==> config.mk <==
export PLATFORM = sky130hd
export DESIGN_NAME = line_threat_scanner
export DESIGN_NICKNAME = d
export VERILOG_FILES = /design/src/rtl/line_threat_scanner.sv
export SDC_FILE = /design/constraint.sdc
export NUM_CORES = 1
export LEC_CHECK = 0
export BUFFER_PORTS_ARGS = -buffer_cell sky130_fd_sc_hd__clkbuf_2
export CELL_PAD_IN_SITES_DETAIL_PLACEMENT = 1
export CELL_PAD_IN_SITES_GLOBAL_PLACEMENT = 2
export CORE_ASPECT_RATIO = 0.5
export CORE_UTILIZATION = 36
export CTS_CLUSTER_SIZE = 40
export DETAILED_ROUTE_END_ITERATION = 10
export PLACE_DENSITY = 0.91
export RECOVER_POWER = 25
export REMOVE_ABC_BUFFERS = 1
export SYNTH_ARGS = -nofsm -noshare
export SYNTH_HDL_FRONTEND = slang
export SYNTH_SLANG_ARGS = --single-unit
==> constraint.sdc <==
create_clock -name clk -period 4.7 [get_ports clk]
set_clock_uncertainty 0.15 [all_clocks]
set_input_delay 1.175 -clock clk [delete_from_list [all_inputs] [get_ports clk]]
set_output_delay 1.175 -clock clk [all_outputs]
set_load 0.01 [all_outputs]
==> src/rtl/line_threat_scanner.sv <==
// Scans the N x N board one line per cycle: a completed line first, then a winning move, then a block.
// Latency is 1 cycle per line evaluated plus 1 for done; start is ignored until the block is back in IDLE.
module line_threat_scanner #(
  parameter int N  = 3,
  parameter int MW = $clog2(N*N+1)
) (
  input  logic             clk,
  input  logic             reset,
  input  logic             start,
  input  logic [2*N*N-1:0] board,
  input  logic             me_sel,
  output logic             busy,
  output logic             done,
  output logic             found,
  output logic [MW-1:0]    move,
  output logic [1:0]       winner,
  output logic             draw
);
  localparam int L  = 2*N + 2;
  localparam int LW = $clog2(L);

  typedef enum logic [2:0] {IDLE, WIN, ATTACK, DEFEND, DONE} state_t;

  state_t           state;
  logic [LW-1:0]    line_idx;
  logic [2*N*N-1:0] board_q;
  logic             me_q;
  logic             draw_pending;

  logic [1:0]       own_code, opp_code, win_code;
  logic             win_hit, att_hit, def_hit, hit, last_line, board_full;
  logic [MW-1:0]    empty_pos;

  // Cell codes and 1-based positions of every line, ordered rows, cols, diag, anti-diag.
  logic [1:0]       line_cells [L][N];
  logic [MW-1:0]    line_pos   [L][N];

  for (genvar l = 0; l < L; l++) begin : g_line
    for (genvar k = 0; k < N; k++) begin : g_cell
      localparam int CELL = (l < N)   ? l*N + k :
                            (l < 2*N) ? k*N + (l - N) :
                            (l == 2*N) ? k*N + k : k*N + (N - 1 - k);
      assign line_cells[l][k] = board_q[2*CELL +: 2];
      assign line_pos[l][k]   = MW'(CELL + 1);
    end
  end

  assign own_code = me_q ? 2'b01 : 2'b10;
  assign opp_code = me_q ? 2'b10 : 2'b01;

  always_comb begin
    board_full = 1'b1;
    for (int p = 0; p < N*N; p++)
      if (board[2*p +: 2] == 2'b00) board_full = 1'b0;
  end

  // A blocked (11) cell is counted in no category, so no pass can ever match its line.
  always_comb begin
    int n_a, n_b, n_own, n_opp, n_emp;
    n_a = 0; n_b = 0; n_own = 0; n_opp = 0; n_emp = 0;
    empty_pos = '0;
    for (int k = 0; k < N; k++) begin
      if (line_cells[line_idx][k] == 2'b10) n_a++;
      if (line_cells[line_idx][k] == 2'b01) n_b++;
      if (line_cells[line_idx][k] == own_code) n_own++;
      if (line_cells[line_idx][k] == opp_code) n_opp++;
      if (line_cells[line_idx][k] == 2'b00) begin
        n_emp++;
        empty_pos = line_pos[line_idx][k];
      end
    end
    win_hit  = (n_a == N) || (n_b == N);
    win_code = (n_a == N) ? 2'b10 : 2'b01;
    att_hit  = (n_own == N - 1) && (n_emp == 1);
    def_hit  = (n_opp == N - 1) && (n_emp == 1);
  end

  assign hit = (state == WIN && win_hit) || (state == ATTACK && att_hit) ||
               (state == DEFEND && def_hit);
  assign last_line = (line_idx == LW'(L - 1));

  always_ff @(posedge clk or posedge reset) begin
    if (reset) begin
      state        <= IDLE;
      line_idx     <= '0;
      board_q      <= '0;
      me_q         <= 1'b0;
      draw_pending <= 1'b0;
      busy         <= 1'b0;
      done         <= 1'b0;
      found        <= 1'b0;
      move         <= '0;
      winner       <= 2'b00;
      draw         <= 1'b0;
    end else begin
      case (state)
        IDLE: if (start) begin
          board_q      <= board;
          me_q         <= me_sel;
          draw_pending <= board_full;
          line_idx     <= '0;
          state        <= WIN;
          busy         <= 1'b1;
          found        <= 1'b0;
          move         <= '0;
          winner       <= 2'b00;
          draw         <= 1'b0;
        end
        WIN, ATTACK, DEFEND: begin
          if (hit) begin
            state <= DONE;
            busy  <= 1'b0;
            done  <= 1'b1;
            if (state == WIN) winner <= win_code;
            else begin
              found <= 1'b1;
              move  <= empty_pos;
            end
          end else if (last_line) begin
            line_idx <= '0;
            if (state == WIN) state <= ATTACK;
            else if (state == ATTACK) state <= DEFEND;
            else begin
              state <= DONE;
              busy  <= 1'b0;
              done  <= 1'b1;
              draw  <= draw_pending;
            end
          end else begin
            line_idx <= line_idx + 1'b1;
          end
        end
        DONE: begin
          done  <= 1'b0;
          state <= IDLE;
        end
        default: state <= IDLE;
      endcase
    end
  end
endmodule

Word-level counts from Yosys, hierarchy flattened
Memory sizes are Yosys's and may differ from the RTL's.
Index checks and enable logic that the tools add are counted.
{"block": "op_classes", "mux": 73, "addsub": 11, "n_reduce_logical": 32, "n_bitwise": 1, "n_eq_ne": 32, "magnitude_cmp": 1}
{"op": "32-bit by 2-bit adder with 32-bit output (second input constant)", "count": 10}
{"op": "32-bit 2-to-1 mux", "count": 10}
{"op": "32-bit by 3-bit == test with 1-bit output (second input constant)", "count": 4}
{"op": "32-bit by 2-bit == test with 1-bit output (second input constant)", "count": 1}
{"op": "1-bit 2-to-1 mux", "count": 30}
{"op": "2-bit logical NOT", "count": 12}
{"op": "12-bit 2-to-1 mux", "count": 2}
{"op": "3-bit 2-to-1 mux", "count": 8}
{"op": "4-bit 2-to-1 mux", "count": 6}
{"op": "6-bit binary-select mux with 3-bit select", "count": 1}
{"op": "2-bit != test (second input constant)", "count": 7}
{"op": "2-bit == test", "count": 6}
{"op": "2-bit 2-to-1 mux", "count": 6}
{"op": "6-bit 2-to-1 mux", "count": 2}
{"op": "3-bit one-hot mux with 2 select lines", "count": 2}
{"op": "4-bit AND reduction", "count": 3}
{"op": "3-bit != test (second input constant)", "count": 3}
{"op": "1-bit one-hot mux with 2 select lines", "count": 4}
{"op": "4-bit one-hot mux with 2 select lines", "count": 1}
{"op": "2-bit by 1-bit == test with 1-bit output (second input constant)", "count": 3}
{"op": "2-bit == test (second input constant)", "count": 3}
{"op": "3-bit by 2-bit == test with 1-bit output (second input constant)", "count": 2}
{"op": "3-bit == test (second input constant)", "count": 2}
{"op": "6-bit AND reduction", "count": 1}
{"op": "13 further kinds", "count": 21}
{"block": "word_totals", "memories": 1, "in_bits": 22, "ff_bits": 36, "elab_cells": 162, "rom_bits": 96}
{"memory": "(name not given)", "depth": 8, "width": 12, "rd": 1, "rd_clocked_by_memory_dff": 0, "wr": 0, "line": "69", "text": "empty_pos = line_pos[line_idx][k];"}

Longest topological paths before layout
{"block": "depth", "ltp_word": 17, "mapped_depth": 18, "mapped_depth_nobuf": 16}

Worst setup path after synthesis
OpenSTA, ideal clock, no wires.
{"block": "synth_timing", "path_type": "reg-to-reg", "start": "register line_idx[0]", "end": "register move[1]", "period_less_slack_ps": 4325, "t_arrival_ps": 4049, "path_stages_with_launch": 19, "path_buffers": 2, "setup_slack_ps": 375, "setup_time_ps": 126, "cell_sequence": "dfrtp_1 > buf_6 > clkbuf_1 > mux4_2 > nor2_1 > a21oi_1 > nand2_1 > inv_1 > nand2_1 > a21boi_0 > inv_1 > ha_1 > or3b_2 > o221ai_1 > mux2i_1 > a2111oi_4 > a21o_4 > nand2_1 > a221o_1"}
{"block": "synth_via", "elab_chain_cells": 17, "elab_cells_between_ends": 68, "cone_classes": "add/sub (10); eq/ne (18); mux (26); bitwise (1); reduce/logical (12); memory (1)"}
{"item": "start: declaration", "line": "25", "text": "logic [LW-1:0] line_idx;"}
{"item": "start signal: assignment", "line": "130", "text": "line_idx <= line_idx + 1'b1;"}
{"item": "3-bit inverter with 4-bit output (implied by the code) (*)"}
{"item": "6-bit binary-select mux with 3-bit select"}
{"item": "6-bit 2-to-1 mux (implied by the code) (2 in a row)"}
{"item": "2-bit == test, or another cell as far along", "line": "63", "text": "if (line_cells[line_idx][k] == 2'b10) n_a++;"}
{"item": "1-bit 2-to-1 mux, on equally long branches"}
{"item": "32-bit by 2-bit adder with 32-bit output, on equally long branches"}
{"item": "32-bit 2-to-1 mux, on equally long branches"}
{"item": "32-bit by 2-bit adder with 32-bit output, on equally long branches"}
{"item": "32-bit 2-to-1 mux, on equally long branches"}
{"item": "32-bit by 3-bit == test with 1-bit output, or another cell as far along", "line": "72", "text": "win_hit = (n_a == N) || (n_b == N);"}
{"item": "1-bit logical OR or 1-bit logical AND (tied branches)", "line": "72, 74"}
{"item": "1-bit logical AND", "line": "78", "text": "assign hit = (state == WIN && win_hit) || (state == ATTACK && att_hit) ||"}
{"item": "1-bit logical OR (2 in a row)", "line": "78"}
{"item": "2-bit != test (no line)"}
{"item": "4-bit AND reduction (no line)"}
{"item": "end signal: assignment", "line": "117", "text": "move <= empty_pos;"}
{"item": "end: declaration", "line": "15", "text": "output logic [MW-1:0] move,"}
Mark *: on every way between the ends. The rest lies on a longest branch, timed or not. The select of a mux whose other input is x is not followed.
A chain may end at the register's enable or synchronous reset.

Worst setup path after layout
{"block": "layout_timing", "start": "register line_idx[1]", "end": "register move[3]"}
The elaborated chain is that of the path after synthesis.

==> metrics.log <==
INFO  metric synth-seq-area-share = 0.306
INFO  metric crit_path_max_fanout = 13
INFO  metric crit_path_end = move[3]
INFO  metric synthesis.area_per_instance = 8.34 um2
INFO  metric grt_pass1_vias = 2869
INFO  metric port-buffer-count = 31
INFO  metric grt_first_pass_wirelength = 14300 um
INFO  metric drive_above_1_share = 0.202
INFO  metric tritoncts.num_buffers = 5
INFO  metric route.antenna.remaining_nets = 0
INFO  metric wl = 8490 um
INFO  metric postSynth.asyncResetShare = 1.00
INFO  metric remaining_drc_errors = 0
INFO  metric globalplace.congestion = 0.948
INFO  metric status = finished with violations
INFO  metric yosys_warnings = 0
INFO  metric max-cap-violations = 1
INFO  metric worst_setup_path_startpoint = line_idx[1]
INFO  metric die_h = 65.9 um
INFO  metric largest_net_degree_at_the_start_of_global_routing = 37
INFO  metric synth_area = 2940 um2
INFO  metric rr_worst_depth = 16
INFO  metric holdCritPathClass = reg -> reg
INFO  metric route.detailed.wl_per_inst = 17.3 um
INFO  metric first_pass_iters = 4
INFO  metric tightestPinTransition = 2.05 ns
INFO  metric worst-r2r-setup-slack = 0.37 ns
INFO  metric design.core.area = 7620 um2
INFO  metric diodes = 0
INFO  metric worst_skew_pair.late_latency = 0.29 ns
INFO  metric crit_path_required_time = 4.76 ns
INFO  metric timing.critical_path.to_type = flip-flop
INFO  metric finalWorstPathRequiredPeriod = 4.33 ns
INFO  metric rr_endpoint = move[3]
INFO  metric cp-start-kind = flip-flop
INFO  metric routed_via_density = 5.60
INFO  metric grt_usage = 0.217
INFO  metric htree_levels = 2
INFO  metric areaGrowthSynthToFinish = 14.6%
INFO  metric hpwl = 6350 um
INFO  metric maxSlewHeadroom = -0.367
INFO  metric ys_types = 66
INFO  metric beginning_of_the_worst_register_to_register_path = line_idx[1]
INFO  metric syn-instance-count = 353
INFO  metric critPathArrivalTime = 4.39 ns
INFO  metric synth_enable_flop_cells = 0
INFO  metric tritoncts_clock_tree = built
INFO  metric failing_checks = capacitance limit, slew limit
INFO  metric count_of_endpoints_failing_setup_in_the_final_report = 0
INFO  metric clockRootBuffer = clkbuf_16
INFO  metric num-nets-final = 420
INFO  metric unrepaired_setup_endpoints_after_global_routing = false
INFO  metric totalNegativeSetupSlack = 0 ns
INFO  metric top_ports = 32
INFO  metric route.vias.total = 2744
INFO  metric floorplan.die.width = 130 um
INFO  metric first_iter_violations = 109
INFO  metric worstSetupPathType = reg -> reg
INFO  metric clock_sinks = 36
INFO  metric synth.ff_latch_count = 36
INFO  metric peak_clock_frequency_supported_by_timing = 0.231 GHz
INFO  metric initial_utilization = 0.386
INFO  metric clockBufferDepth = 2
INFO  metric die-area = 8570 um2
INFO  metric postSynth.topFlopCell = dfrtp_1
INFO  metric global_route.overflow_total = 0
INFO  metric finalCritPeriodShare = 0.921
INFO  metric finalMaxSlewViolations = 37
INFO  metric num_rows = 22
INFO  metric hold_viol = 0
INFO  metric clock_pin_slew_on_the_worst_setup_and_hold_paths = 0.06 ns
INFO  metric antenna_found_initial = 0
[layout by cell type (no fill, tap or decap), types with 3 or more instances in the layout]
cell	synthesis	layout
nor2_1	30	30
nand2_1	82	82
nor4_1	4	4
o311a_1	3	3
mux2i_1	16	16
nor3_1	5	5
a21oi_1	9	9
clkbuf_16	0	5
mux2_2	5	5
a21boi_0	4	4
buf_4	0	10
o211ai_1	9	9
o221ai_1	4	4
or2_2	5	5
clkbuf_2	0	31
dfrtp_1	36	34
ha_1	17	17
o21ai_0	10	10
nor3b_1	6	6
or3b_2	3	3
a31oi_1	3	3
o31ai_1	3	3
nand3_1	5	5
inv_1	13	13
nor2b_1	4	4
a21o_1	4	4
o22ai_1	3	3
[what timing repair did]
action / CTS / global route
endpoints found under the setup margin: 0 / 9
buffers inserted: 0 / 3
hold buffers: 0 / 0
resized for setup: 0 / 2
[sequential cells by signal, indices dropped and copies added (netlist names)]
| signal | count |
|---|---|
| state | 3 |
| draw_pending | 1 |
| me_q | 1 |
| draw | 1 |
| move | 4 |
| winner | 2 |
| found | 1 |
| done | 1 |
| board_q | 18 |
| busy | 1 |
| line_idx | 3 |
[metal layers]
| metal | vias up | track usage | part of all wire | routed length [um] |
|---|---|---|---|---|
| met5 | - | 0 | 0 | 0 |
| met4 | 0 | 0.0669 | 0.016 | 140 |
| met3 | 15 | 0.0437 | 0.037 | 317 |
| met2 | 58 | 0.370 | 0.46 | 3890 |
| met1 | 1349 | 0.279 | 0.49 | 4140 |
| li1 | 1322 | - | - | - |
[worst min path at each step]
stage / slack, ns / from / cells past startpoint / end
2_1_floorplan: 0.30 / draw_pending / 2 / draw_pending
3_3_place_gp: 0.32 / found / 2 / found
3_5_place_dp: 0.32 / found / 2 / found
4_1_cts: 0.34 / found / 2 / found
5_1_grt: 0.37 / found / 2 / found
6_report: 0.33 / found / 2 / found
[cells in the mapped netlist (3+ instances only)]
library cell,instances,area share
nand2_1,82,0.10
dfrtp_1,36,0.31
nor2_1,30,0.038
ha_1,17,0.072
mux2i_1,16,0.054
clkbuf_1,15,0.019
inv_1,13,0.017
o21ai_0,10,0.017
a21oi_1,9,0.015
o211ai_1,9,0.023
nor3b_1,6,0.015
mux2_2,5,0.019
nand3_1,5,0.0085
nor3_1,5,0.0085
or2_2,5,0.011
a21boi_0,4,0.010
a21o_1,4,0.010
buf_2,4,0.0068
nor2b_1,4,0.0085
nor4_1,4,0.0085
o221ai_1,4,0.012
a31oi_1,3,0.0064
o22ai_1,3,0.0064
o311a_1,3,0.010
o31ai_1,3,0.0076
or3b_2,3,0.0089
[area by class of cell]
cell class,count,area (um2)
fillers,957,4250
flip-flops and latches,36,903
clock buffers,7,143
multi-input cells,283,1900
inverters,13,48.8
clock inverters,1,7.51
well taps,108,135
repair buffers,42,234
[logic make-up after synthesis]
kind of cell / count (synthesis) / share of synthesized area
AND/OR/NAND/NOR: 159 / 0.249
AO/OA/AOI/OAI: 80 / 0.220
flip-flops: 36 / 0.306
buffers and inverters: 34 / 0.0476
multiplexers: 25 / 0.0990
adder cells (fa/ha/maj): 17 / 0.0722
XOR/XNOR: 2 / 0.00595
[worst max-delay path, stage by stage, from the launching register on]
cell and delay (ns):
dfrtp_2 0.51, buf_4 0.22, xnor2_1 0.14, a211oi_1 0.34
nor2_1 0.10, a21o_1 0.17, nor2_1 0.21, inv_1 0.10
o21ai_0 0.20, ha_1 0.21, or3b_2 0.46, o221ai_1 0.20
mux2i_1 0.14, a2111oi_4 0.42, a21oi_2 0.22, or3_1 0.39
o211ai_1 0.09
[metrics by stage]
step                      cells  hold WS [ns]  worst slack (ns)  cell area, um2   util
final                       490         0.331             0.370            3370  0.443
after global routing        490         0.368            0.0224            3370  0.443
after detailed placement    479         0.322             0.245            3200  0.420
after global placement      479         0.317             0.317            3200  0.420
after CTS                   487         0.336             0.203            3350  0.440
after floorplan             332         0.300             0.405            2850      -
Power is not shown: default switching activity piles up to over one toggle a cycle in this logic, so the estimate is an artifact.
